<file path="src/rtl/uart_mem_bridge.sv">
// rtl/uart_mem_bridge.sv - UART byte-frame to memory burst bridge; define UART_BRIDGE_ACK_EN to send a 0x06 ack after each write burst
module uart_mem_bridge #(
  parameter int DATA_W  = 48,
  parameter int ADDR_W  = 23,
  parameter int CNT_W   = 9,
  parameter int DEPTH   = 16,
  parameter int TIMEOUT = 100000
) (
  input  logic              clk,
  input  logic              rst,
  input  logic [7:0]        din,
  input  logic              din_vld,
  output logic              wr_req,
  output logic              rd_req,
  output logic [CNT_W-1:0]  wr_cnt,
  output logic [ADDR_W-1:0] wr_addr,
  output logic [DATA_W-1:0] wr_data,
  input  logic              wr_data_rd,
  input  logic              wr_done,
  input  logic [DATA_W-1:0] rd_data,
  input  logic              rd_vld,
  input  logic              rdy,
  output logic [7:0]        dout,
  output logic              dout_vld,
  output logic              busy
);

  localparam int WB = DATA_W / 8;
  localparam int AB = (ADDR_W + 7) / 8;
  localparam int CB = (CNT_W + 7) / 8;
  localparam int PW = $clog2(DEPTH);
  localparam logic [7:0] CMD_WR = 8'hA5;
  localparam logic [7:0] CMD_RD = 8'h5A;

  typedef enum logic [3:0] {
    IDLE, ADDR, CNT, WDATA, WREQ, WWAIT, RREQ, RDRAIN
`ifdef UART_BRIDGE_ACK_EN
    , ACK
`endif
  } state_t;

  state_t            state, state_nx;
  logic              is_wr;
  logic [DATA_W-1:0] word_sh;
  logic [7:0]        byte_idx;
  logic [CNT_W-1:0]  word_idx;
  logic [31:0]       to_cnt;
  logic [DATA_W-1:0] mem [DEPTH];
  logic [PW-1:0]     wptr, rptr;
  logic [PW:0]       level;

  logic              adv, lastb, push, pop, tx_fire;
  logic [DATA_W-1:0] push_data;
  logic [7:0]        tx_byte;
  logic [CNT_W-1:0]  cnt_in;
  logic              in_frame, timeout_hit, flush;
  logic              fifo_empty, fifo_full, do_push, do_pop;

  assign wr_req      = (state == WREQ);
  assign rd_req      = (state == RREQ);
  assign busy        = (state != IDLE);
  assign wr_data     = mem[rptr];
  assign cnt_in      = CNT_W'({wr_cnt, din});
  assign fifo_empty  = (level == '0);
  assign fifo_full   = (level == (PW+1)'(DEPTH));
  assign in_frame    = (state == ADDR) || (state == CNT) || (state == WDATA);
  assign timeout_hit = (TIMEOUT != 0) && in_frame && !din_vld && (to_cnt == 32'(TIMEOUT - 1));
  assign flush       = (state == IDLE) || timeout_hit;
  assign do_push     = push && !fifo_full;
  assign do_pop      = pop && !fifo_empty;

  // state register
  always_ff @(posedge clk or posedge rst) begin
    if (rst) state <= IDLE;
    else     state <= state_nx;
  end

  // next-state decode plus the byte/word strobes and FIFO push/pop requests
  always_comb begin
    state_nx  = state;
    adv       = 1'b0;
    lastb     = 1'b0;
    push      = 1'b0;
    push_data = rd_data;
    pop       = 1'b0;
    tx_fire   = 1'b0;
    tx_byte   = 8'(wr_data >> {8'(WB - 1) - byte_idx, 3'b000});
    case (state)
      IDLE: if (din_vld && (din == CMD_WR || din == CMD_RD)) state_nx = ADDR;
      ADDR: if (din_vld) begin
        adv   = 1'b1;
        lastb = (byte_idx == 8'(AB - 1));
        if (lastb) state_nx = CNT;
      end
      CNT: if (din_vld) begin
        adv   = 1'b1;
        lastb = (byte_idx == 8'(CB - 1));
        if (lastb) begin
          if (cnt_in == '0 || 32'(cnt_in) > 32'(DEPTH)) state_nx = IDLE;
          else if (is_wr)                                state_nx = WDATA;
          else                                           state_nx = RREQ;
        end
      end
      WDATA: if (din_vld) begin
        adv   = 1'b1;
        lastb = (byte_idx == 8'(WB - 1));
        if (lastb) begin
          push      = 1'b1;
          push_data = DATA_W'({word_sh, din});
          if (word_idx == wr_cnt - CNT_W'(1)) state_nx = WREQ;
        end
      end
      WREQ: state_nx = WWAIT;
      WWAIT: begin
        pop = wr_data_rd;
        if (wr_done) begin
`ifdef UART_BRIDGE_ACK_EN
          state_nx = ACK;
`else
          state_nx = IDLE;
`endif
        end
      end
      RREQ: begin
        push     = rd_vld;
        state_nx = RDRAIN;
      end
      RDRAIN: begin
        push = rd_vld;
        // one byte per rdy window; the registered dout_vld enforces a gap cycle
        if (rdy && !dout_vld && !fifo_empty) begin
          tx_fire = 1'b1;
          adv     = 1'b1;
          lastb   = (byte_idx == 8'(WB - 1));
          if (lastb) begin
            pop = 1'b1;
            if (word_idx == wr_cnt - CNT_W'(1)) state_nx = IDLE;
          end
        end
      end
`ifdef UART_BRIDGE_ACK_EN
      ACK: if (rdy && !dout_vld) begin
        tx_fire  = 1'b1;
        tx_byte  = 8'h06;
        state_nx = IDLE;
      end
`endif
      default: state_nx = IDLE;
    endcase
    if (timeout_hit) state_nx = IDLE;
  end

  // frame fields, byte/word counters, idle timer and TX byte register
  always_ff @(posedge clk or posedge rst) begin
    if (rst) begin
      is_wr    <= 1'b0;
      wr_addr  <= '0;
      wr_cnt   <= '0;
      word_sh  <= '0;
      byte_idx <= '0;
      word_idx <= '0;
      to_cnt   <= '0;
      dout     <= '0;
      dout_vld <= 1'b0;
    end else begin
      dout_vld <= tx_fire;
      if (tx_fire) dout <= tx_byte;
      if (state == IDLE && din_vld && (din == CMD_WR || din == CMD_RD)) is_wr <= (din == CMD_WR);
      if (state == ADDR && din_vld)  wr_addr <= ADDR_W'({wr_addr, din});
      if (state == CNT && din_vld)   wr_cnt  <= cnt_in;
      if (state == WDATA && din_vld) word_sh <= DATA_W'({word_sh, din});
      if (state != state_nx || (adv && lastb)) byte_idx <= '0;
      else if (adv)                            byte_idx <= byte_idx + 8'd1;
      if (state != state_nx)   word_idx <= '0;
      else if (adv && lastb)   word_idx <= word_idx + CNT_W'(1);
      to_cnt <= (in_frame && !din_vld) ? to_cnt + 32'd1 : 32'd0;
    end
  end

  // FIFO pointers and level; emptied whenever the bridge is idle or a frame times out
  always_ff @(posedge clk or posedge rst) begin
    if (rst) begin
      wptr  <= '0;
      rptr  <= '0;
      level <= '0;
    end else if (flush) begin
      wptr  <= '0;
      rptr  <= '0;
      level <= '0;
    end else begin
      if (do_push) wptr <= wptr + PW'(1);
      if (do_pop)  rptr <= rptr + PW'(1);
      if (do_push && !do_pop)      level <= level + (PW+1)'(1);
      else if (do_pop && !do_push) level <= level - (PW+1)'(1);
    end
  end

  // FIFO storage, no reset needed since the level gates every read
  always_ff @(posedge clk) begin
    if (do_push && !flush) mem[wptr] <= push_data;
  end

endmodule

</file>
<file path="config.mk">
export PLATFORM = sky130hd
export DESIGN_NAME = uart_mem_bridge
export DESIGN_NICKNAME = d
export VERILOG_FILES = /design/src/rtl/uart_mem_bridge.sv
export SDC_FILE = /design/constraint.sdc
export NUM_CORES = 1
export LEC_CHECK = 0
export ABC_AREA = 1
export BUFFER_PORTS_ARGS = -buffer_cell sky130_fd_sc_hd__buf_2
export CAP_MARGIN = 10
export CORE_ASPECT_RATIO = 1.4
export CORE_MARGIN = 8
export CORE_UTILIZATION = 50
export CTS_CLUSTER_SIZE = 10
export DETAILED_ROUTE_END_ITERATION = 16
export PLACE_DENSITY_LB_ADDON = 0.1
export SLEW_MARGIN = 30
export SYNTH_ARGS = -nofsm -noshare
export SYNTH_HDL_FRONTEND = slang
export SYNTH_SLANG_ARGS = --single-unit
export TNS_END_PERCENT = 50
</file>
<file path="constraint.sdc">
create_clock -name clk -period 7.6 [get_ports clk]
set_input_delay 0.38 -clock clk [delete_from_list [all_inputs] [get_ports clk]]
set_output_delay 0.38 -clock clk [all_outputs]
set_load 0.05 [all_outputs]
</file>
**Word-level counts from Yosys, hierarchy flattened**

Memory sizes are Yosys's and may differ from the RTL's.
Index checks and enable logic that the tools add are counted.
W data, S select, Z words.

- Add/subtract/negate cells: 9
- Muxes and demuxes: 47
- Magnitude comparators: 1
- Equal/unequal tests: 16
- Shifts and indexed selects: 1
- Reductions and logical operators: 40

Operator list:

| cell | count |
|---|---|
| $mux W48 | 3 |
| $mux W4 | 17 |
| $shr A48 B11 Y8 | 1 |
| $add A32 B1 Y32 const B | 1 |
| $eq A32 B17 Y1 const B | 1 |
| $mux W32 | 1 |
| $pmux W4 S8 | 1 |
| $mux W9 | 2 |
| $eq A4 B3 Y1 const B | 4 |
| $logic_and A1 B1 Y1 | 16 |
| $mux W8 | 2 |
| $mux W5 | 3 |
| $mux W1 | 12 |
| $add A9 B1 Y9 const B | 1 |
| $eq A9 B9 Y1 | 1 |
| $gt A9 B5 Y1 const B | 1 |
| $logic_not A9 Y1 | 1 |
| $sub A9 B1 Y9 const B | 1 |
| $add A4 B1 Y4 const B | 2 |
| $add A8 B1 Y8 const B | 1 |
| $eq A4 B2 Y1 const B | 2 |
| $eq A8 B1 Y1 const B | 1 |
| $eq A8 B2 Y1 const B | 1 |
| $eq A8 B3 Y1 const B | 1 |
| 20 further kinds | 37 |

- Output and inout port bits: 92
- Memory bits (writable): 768
- Input bits: 63
- Memories: 1
- Register bits: 148
- Word-level logic and storage cells: 128

Memory list:

| memory | words | bits a word | rd ports | clocked after memory_dff | write ports | RTL line | RTL |
|---|---|---|---|---|---|---|---|
| mem | 16 | 48 | 1 | 0 | 1 | 48 | `logic [DATA_W-1:0] mem [DEPTH];` |

**Logic depth before layout (Yosys ltp)**

Gate-level depths: netlist (run 1).

- Depth after elaboration: 10
- Depth in mapped cells: 20
- Depth with buffers taken out: 19

**Worst setup path after synthesis (run 1)**

OpenSTA, ideal clock, no wires.

- Path type: reg2reg
- From: register byte_idx[1]
- To: memory mem[10][0] (enable)
- Required time: 7,087 ps
- Slack: 1,911 ps
- Cell stages (with the launch flop): 13
- Data arrival time: 5,176 ps
- Clock period less this slack: 5,689 ps
- Setup time: 513 ps
- Path buffers: 2
- Cells stage by stage: dfrtp_1 -> inv_1 -> clkbuf_1 -> ha_1 -> nand3_1 -> nor2_4 -> inv_2 -> nor2_8 -> inv_2 -> nand2_1 -> o21ai_2 -> clkbuf_1 -> nor3_1

- Longest elaborated chain between the ends: 8

RTL lines:

| what | RTL line | RTL |
|---|---|---|
| start: declaration | 45 | `logic [7:0] byte_idx;` |
| start signal: assignment | 173 | `else if (adv) byte_idx <= byte_idx + 8'd1;` |
| $eq A8 B3 Y1 | 106 | `lastb = (byte_idx == 8'(WB - 1));` |
| $mux W1 | 107 | `if (lastb) begin` |
| $mux W1 | 104 | `WDATA: if (din_vld) begin` |
| $pmux W1 S2 | 88 | `case (state)` |
| $logic_and A1 B1 Y1 | 69 | `assign do_push = push && !fifo_full;` |
| $logic_and A1 B1 Y1 | 200 | `if (do_push && !flush) mem[wptr] <= push_data;` |
| $mux W1 | 200 |  |
| $mux W1 (not written as such) | 200 |  |
| end: declaration | 48 |  |

No other way between the ends.

**Final worst setup path (run 1)**

- From: register rptr[0]
- To: output wr_data[6]

- Longest elaborated chain between the ends: 1

RTL lines:

| what | RTL line | RTL |
|---|---|---|
| start: declaration | 49 | `logic [PW-1:0] wptr, rptr;` |
| start signal: assignment | 192 | `if (do_pop) rptr <= rptr + PW'(1);` |
| $mem_v2 Z16 W48 | n/a |  |
| end: declaration | 17 | `output logic [DATA_W-1:0] wr_data,` |

No other way between the ends.

==> flow_summary.json, run 1 <==
{
  "syn2layout_area_growth_pct": 12.8,
  "clock_sink_count": 916,
  "hold_viol_final": 0,
  "timing.max_slew.rel_slack_pct": 36.0,
  "route.vias.total": 27000,
  "global_route.usage.total_pct": 26.7,
  "power.density_nw_per_um2": 237,
  "crit_path_max_incr_delay_ns": 0.95,
  "vdd.ir_drop.worst_mv": 0.171,
  "mappedNetlistNets": 3362,
  "routabilityCongestion": 0.897,
  "mean_post_synth_cell_area_um2": 11.6,
  "max-clock-path-buffers": 3,
  "timing.hold.ws_ns": 0.0819,
  "critical_path_peak_fanout": 69,
  "run_status": "complete, no violations",
  "fin_crit_ns": 4.73,
  "postLayoutCellArea_um2": 42900,
  "place.detailed.hpwl_um": 68700,
  "setup_tns_ns": 0,
  "place.detailed.instances": 4294,
  "postRouteWirelength_um": 116000,
  "grt_setup_unrepaired": "false",
  "initial_core_util_pct": 50.5,
  "floorplan.rows": 119,
  "critical_path.cell_chain": "buf_4, buf_4, a21oi_1, a221oi_1, o21ai_0, nand2_1, buf_2",
  "layout.filler_cells": 6203,
  "design.portCount": 155,
  "post-layout-total-power_mw": 10.2,
  "maxClockFrequency_ghz": 0.211,
  "grt_antenna_before_repair": 4,
  "cp_common_cell": "buf_4",
  "drive_gt1_share_pct": 12.0,
  "clockRootBuffer": "clkbuf_16",
  "seq_area_frac_synth_pct": 70.4,
  "design.final.nets": 3517,
  "setup_viol": 0,
  "min_path_type": "input pin to flop",
  "detailedRoute.firstPassIterationCount": 6,
  "place_worst_setup_slack_ns": 3.18,
  "fin_skew_ns": 0.0286,
  "max-cap-violations": 0,
  "ys.warnings.count": 0,
  "synth_cell_area_um2": 38000,
  "placed_area_um2": 40000,
  "fin_crit_sh_pct": 62.3,
  "finalWorstSetupSlack_ns": 2.87,
  "dieArea_um2": 85200,
  "cts.reportedPaths.clkPinSlew_ns": 0.05,
  "final_core_utilization_pct": 57.0,
  "timing.critical_path.required_ns": 7.22,
  "synth_cells": 3281,
  "layout.cells.non_filler": 4448,
  "number_of_global_route_vias_before_repair": 26900,
  "slew_viol_final": 0,
  "cts_htree_levels": 3,
  "ys_types": 48,
  "drcViolationCount": 0,
  "buffer_ports.inserted": 154,
  "tritoncts.num_buffers": 102,
  "critPathCaptureType": "output pin",
  "postCtsSetupBuffers": 0,
  "slowest_stage": "dfrtp_4",
  "synth.ff_latch_count": 916,
  "drt-initial-drc-count": 2864,
  "category_of_the_most_critical_setup_path": "flop to output pin",
  "tritoncts": "done",
  "global_route_wire_length_before_repair_um": 171000,
  "layout_commonest_cell": "edfxtp_1",
  "die-width_um": 249,
  "via_per_inst": 6.06,
  "transition_time_of_the_tightest_slew_check_pin_ns": 0.960,
  "layout_common_cells": "768 x edfxtp_1, 649 x nand2_1, 373 x o21ai_0",
  "power.leakage_nw": 15.6,
  "remaining_overflow_grt": 0,
  "insertion_delay_ns": 0.67,
  "placeableCoreArea_um2": 75200,
  "grt_start_max_net_pins": 175,
  "postRouteAntennaNets": 0,
  "dieHeight_um": 342,
  "wire_per_inst_um": 26.0,
  "cp_data_arrival_time_ns": 4.35,
  "timing.critical_path.from_type": "flop"
}
-- final cells by class --
cell class                 count  area [um^2]  share of cell area [%]
antenna                        1         2.50                 0.00584
clock buffer                 144         2750                    6.42
clock inverter                 3         58.8                   0.137
inverter                     174          668                    1.56
multi-input combinational   2007         9980                    23.3
sequential                   916        26800                    62.5
tap                          968         1210                    2.83
timing repair buffer         235         1420                    3.31
-- repair_timing --
item | 4_1_cts | 5_1_grt
gates resized for setup | 0 | 0
endpoints found under the setup margin | 0 | 0
hold buffers | 6 | 0
hold endpoints to repair | 89 | 0
-- where the power goes --
part	internal [mW]	switching (mW)	total, mW
Clock	2.48	1.89	4.37
Sequential	5.47	0.0196	5.49
Combinational	0.0781	0.229	0.307
Total	8.03	2.14	10.2
-- cell usage after synthesis, drive strengths merged --
cell,count,area (um^2)
a211oi,23,173
a22oi,1,7.51
ha,17,213
o311ai,2,17.5
and3,3,18.8
buf,56,265
clkbuf,128,480
nand2,654,2470
o211ai,18,135
o21a,1,7.51
dfrtp,148,3700
xnor2,7,61.3
o22ai,70,438
o21ba,1,10.0
or2,1,6.26
edfxtp,768,23100
inv,172,646
o21ai,407,2040
a21oi,157,790
nor3,52,275
fa,1,20.0
o221ai,34,298
a31oi,3,18.8
o2111ai,2,17.5
nor2,291,1170
and2,2,12.5
nand3,132,686
nand4,56,350
nor4,13,93.8
clkinv,2,7.51
conb,1,3.75
xor2,20,175
a221oi,38,333
-- registers in the layout, summed over array words and instances (netlist names), 5 cells and up --
signal	count
mem	768
word_sh	40
to_cnt	32
wr_addr	23
word_idx	9
wr_cnt	9
byte_idx	8
dout	8
level	5
-- routing by layer --
metal	GRT usage (%)	part of all wire, %	up-vias	wire length [um]
met4	11.5	4.4	4	5120
met3	4.07	8.0	274	9200
met1	34.1	39	13400	44900
met2	45.2	49	1258	56400
li1	-	-	12100	-
met5	0	0.022	-	26
-- critical path, delay by kind of cell, from the launching register on --
family	cells	cell delay, ns
AO/OA/AOI/OAI	3	0.74
buffers and inverters	3	1.66
flip-flops	1	0.95
AND/OR/NAND/NOR	1	0.17
-- worst paths after layout --
kind                                start     endpoint  slack, ns  depth (start not counted)
worst max register to register   state[2]   mem[8][15]       3.19                         12
worst min register to register  to_cnt[0]    to_cnt[0]       0.47                          1
max in group asynchronous             rst      rptr[3]       6.00                          4
min in group asynchronous             rst  wr_addr[14]       0.42                          3
worst min-delay path               din[2]        is_wr       0.08                          3
worst max-delay path              rptr[0]   wr_data[6]       2.87                          7
-- cell families after synthesis --
group           Yosys count  synth area share [%]
flops                   916                  70.4
xor+xnor                 27                 0.622
fa+ha+maj                18                 0.612
buf+inv                 358                  3.68
other cells               1               0.00987
simple gates           1204                  13.4
compound gates          757                  11.3
No activity file was read; power rests on OpenSTA's default activity.
==> inputs of run 2 (changes only) <==
Settings changed: ABC_AREA 1 to 0.
Clock period 7.6 ns to 4.9 ns, I/O delays scaled along.
==> run 2 against run 1 <==
Compared with the run above: flip-flop and latch count stayed put; count of clock-buffer cells in the layout is 11 higher; largest cell class unchanged; combinational power is 9.1% lower.
==> flow_summary.json, run 2 <==
{
  "run_status": "complete, no violations",
  "start_point_of_the_critical_path": "rptr[1]",
  "timing.critical_path.from_type": "flop",
  "initial_core_util_pct": 50.3,
  "layout_common_cells": "768 x edfxtp_1, 168 x mux2_2, 154 x buf_2",
  "design.final.nets": 2522,
  "seq_area_frac_synth_pct": 70.9,
  "wl_met2_um": 55700,
  "postRouteWirelength_um": 108000,
  "end_of_the_worst_register_to_register_path": "mem[5][38]",
  "placed_area_um2": 39800,
  "dieHeight_um": 341,
  "ys_types": 78,
  "power.leakage_nw": 14.5,
  "highest_layer": "met5",
  "postCtsSetupBuffers": 0,
  "mean_post_synth_cell_area_um2": 16.8,
  "global_route_wire_length_before_repair_um": 155000,
  "floorplan.rows": 119,
  "fin_crit_sh_pct": 82.5,
  "slowest_stage": "nand2_1",
  "worstPathBufferInverterCount": 2,
  "grt_antenna_before_repair": 5,
  "postLayoutCellArea_um2": 42800,
  "global_route.usage.total_pct": 25.5,
  "largest_register": "mem",
  "critPathCaptureType": "output pin",
  "synth_enable_flop_cells": 768,
  "cp_data_arrival_time_ns": 3.80,
  "tritoncts": "done",
  "leading_register_cell_type_out_of_synthesis": "edfxtp_1",
  "timing.critical_path.required_ns": 4.66,
  "remaining_overflow_grt": 0,
  "reg2reg_from": "byte_idx[3]",
  "cp_common_cell": "nand2_1",
  "routabilityCongestion": 0.853,
  "synth.ff_latch_count": 916,
  "min_path_type": "input pin to flop",
  "hold_viol_final": 0,
  "placeableCoreArea_um2": 75000,
  "transition_time_of_the_tightest_slew_check_pin_ns": 1.01,
  "crit_family": "simple AND/OR/NAND/NOR gates",
  "mappedNetlistNets": 2329,
  "design.portCount": 155,
  "synth.top_cell.area_share_pct": 61.1,
  "slew_viol_final": 0,
  "detailroute.wirelength.met3_um": 6910,
  "layout.filler_cells": 5872,
  "critical_path_peak_fanout": 30,
  "number_of_global_route_vias_before_repair": 22100,
  "power.density_nw_per_um2": 362,
  "postRouteAntennaNets": 0,
  "insertion_delay_ns": 0.65,
  "buffer_ports.inserted": 154,
  "crit_path_max_incr_delay_ns": 0.85,
  "fin_crit_ns": 4.04,
  "critical_path.cell_chain": "nand2_1, buf_4, o21ai_0, a21oi_1, a22oi_1, nand2_1, buf_2",
  "r2r_slack_ns": 1.10,
  "dieArea_um2": 84700,
  "maxClockFrequency_ghz": 0.247,
  "synth.top_cells.by_area": "edfxtp_1 61%, dfrtp_1 9.8%, mux4_2 6.2%",
  "grt_start_max_net_pins": 89,
  "cts.reportedPaths.clkPinSlew_ns": 0.06,
  "max-cap-violations": 0,
  "worstSetupEndpoint": "wr_data[24]",
  "drcViolationCount": 0,
  "category_of_the_most_critical_setup_path": "flop to output pin",
  "cts_htree_levels": 3,
  "route.vias.total": 21700,
  "timing.reg2reg.worst_path_depth": 8,
  "place.detailed.hpwl_um": 69000,
  "synthMostInstantiatedCell": "edfxtp_1",
  "tritoncts.num_buffers": 101,
  "largest_register_ffs": 768,
  "wire_per_inst_um": 31.1,
  "routedLengthMet1_um": 40800,
  "die-width_um": 248,
  "cts.hold.buffers_added": 2,
  "clock_sink_count": 916,
  "detailedRoute.firstPassIterationCount": 5,
  "via_per_inst": 6.25,
  "drive_gt1_share_pct": 25.3,
  "clockRootBuffer": "clkbuf_16",
  "ys.warnings.count": 0,
  "levels_on_crit_path": 7,
  "synth_cell_area_um2": 37800,
  "synthArstFlopShare_pct": 16.2,
  "setup_viol": 0,
  "max-clock-path-buffers": 3,
  "reg.largest.list": "mem (768), word_sh (40), to_cnt (32)",
  "syn2layout_area_growth_pct": 13.2,
  "synth_cells": 2248,
  "cts_resized": 0,
  "layout_commonest_cell": "edfxtp_1",
  "timing.max_slew.rel_slack_pct": 32.2,
  "synth.top_cells.by_count": "768 x edfxtp_1, 168 x mux2_2, 148 x dfrtp_1",
  "grt_setup_unrepaired": "false",
  "drt-initial-drc-count": 1802,
  "synth_area_leader_cell": "edfxtp_1",
  "vdd.ir_drop.worst_mv": 0.248,
  "fin_skew_ns": 0.0211,
  "setup_tns_ns": 0
}
run 2: changes by cell type after synthesis, moves of 138 or more:
| cell | delta |
|---|---|
| mux2_2 | +168 |
| nor2_1 | -190 |
| inv_1 | -138 |
| o21ai_0 | -281 |
| nand2_1 | -523 |
| mux2i_1 | +145 |
run 2: logic make-up after synthesis:
group	synth area share, %
DFF	70.9
muxes	15.1
and+or+nand+nor	5.00
AOI/OAI and AO/OA	5.55
buffers and inverters	1.46
xor gates and xnor gates	1.35
adders and majority gates	0.616
other	0.00993
run 2: cell type report:
| cell class | count | area (um^2) | share of cell area (%) |
|---|---|---|---|
| well taps | 968 | 1210 | 2.83 |
| diodes | 5 | 12.5 | 0.0293 |
| inverters | 23 | 91.3 | 0.214 |
| multi-input cells | 1199 | 10500 | 24.6 |
| flip-flops and latches | 916 | 26800 | 62.6 |
| clock buffers | 155 | 2830 | 6.61 |
| repair buffers | 200 | 1330 | 3.10 |
run 2: worst min path at each step:
stage / startpoint / endpoint / slack [ns] / depth (start not counted)
4_1_cts: din[2] / wr_cnt[2] / 0.04 / 2
5_1_grt: din[2] / word_sh[2] / 0.05 / 2
2_1_floorplan: din[0] / wr_addr[0] / 0.40 / 1
6_report: din[2] / word_sh[2] / 0.07 / 2
3_3_place_gp: rst / word_sh[29] / 0.45 / 2
3_5_place_dp: rst / word_sh[29] / 0.46 / 2
run 2: metal layers:
layer	global-route usage, %	vias to the layer above
met1	31.6	11400
met5	0	-
met3	4.30	153
met4	10.4	2
met2	44.2	827
li1	-	9235
run 2: where the power goes:
part | internal [mW] | switching (mW) | total, mW
sequential | 8.46 | 0.00939 | 8.47
clock | 3.89 | 2.85 | 6.75
combinational | 0.0611 | 0.218 | 0.279
total | 12.4 | 3.08 | 15.5
run 2: worst reg2reg max path: cells and delay by family, from the launching register on:
kind / cells / cell delay [ns]
AOI/OAI and AO/OA: 1 / 0.39
and+or+nand+nor: 6 / 2.27
buffers and inverters: 1 / 0.26
DFF: 1 / 0.45
run 2: metrics by stage:
step	utilization [%]	hold WS [ns]	worst slack (ns)	total power, mW	instances
after floorplan	-	0.396	0.675	8.76	2248
after global placement	52.9	0.451	1.23	8.89	3296
after detailed placement	53.1	0.463	1.13	8.90	3302
after CTS	56.9	0.0353	0.820	15.6	3459
after global routing	57.0	0.0540	0.770	15.9	3461
final	57.0	0.0732	0.859	15.5	3466
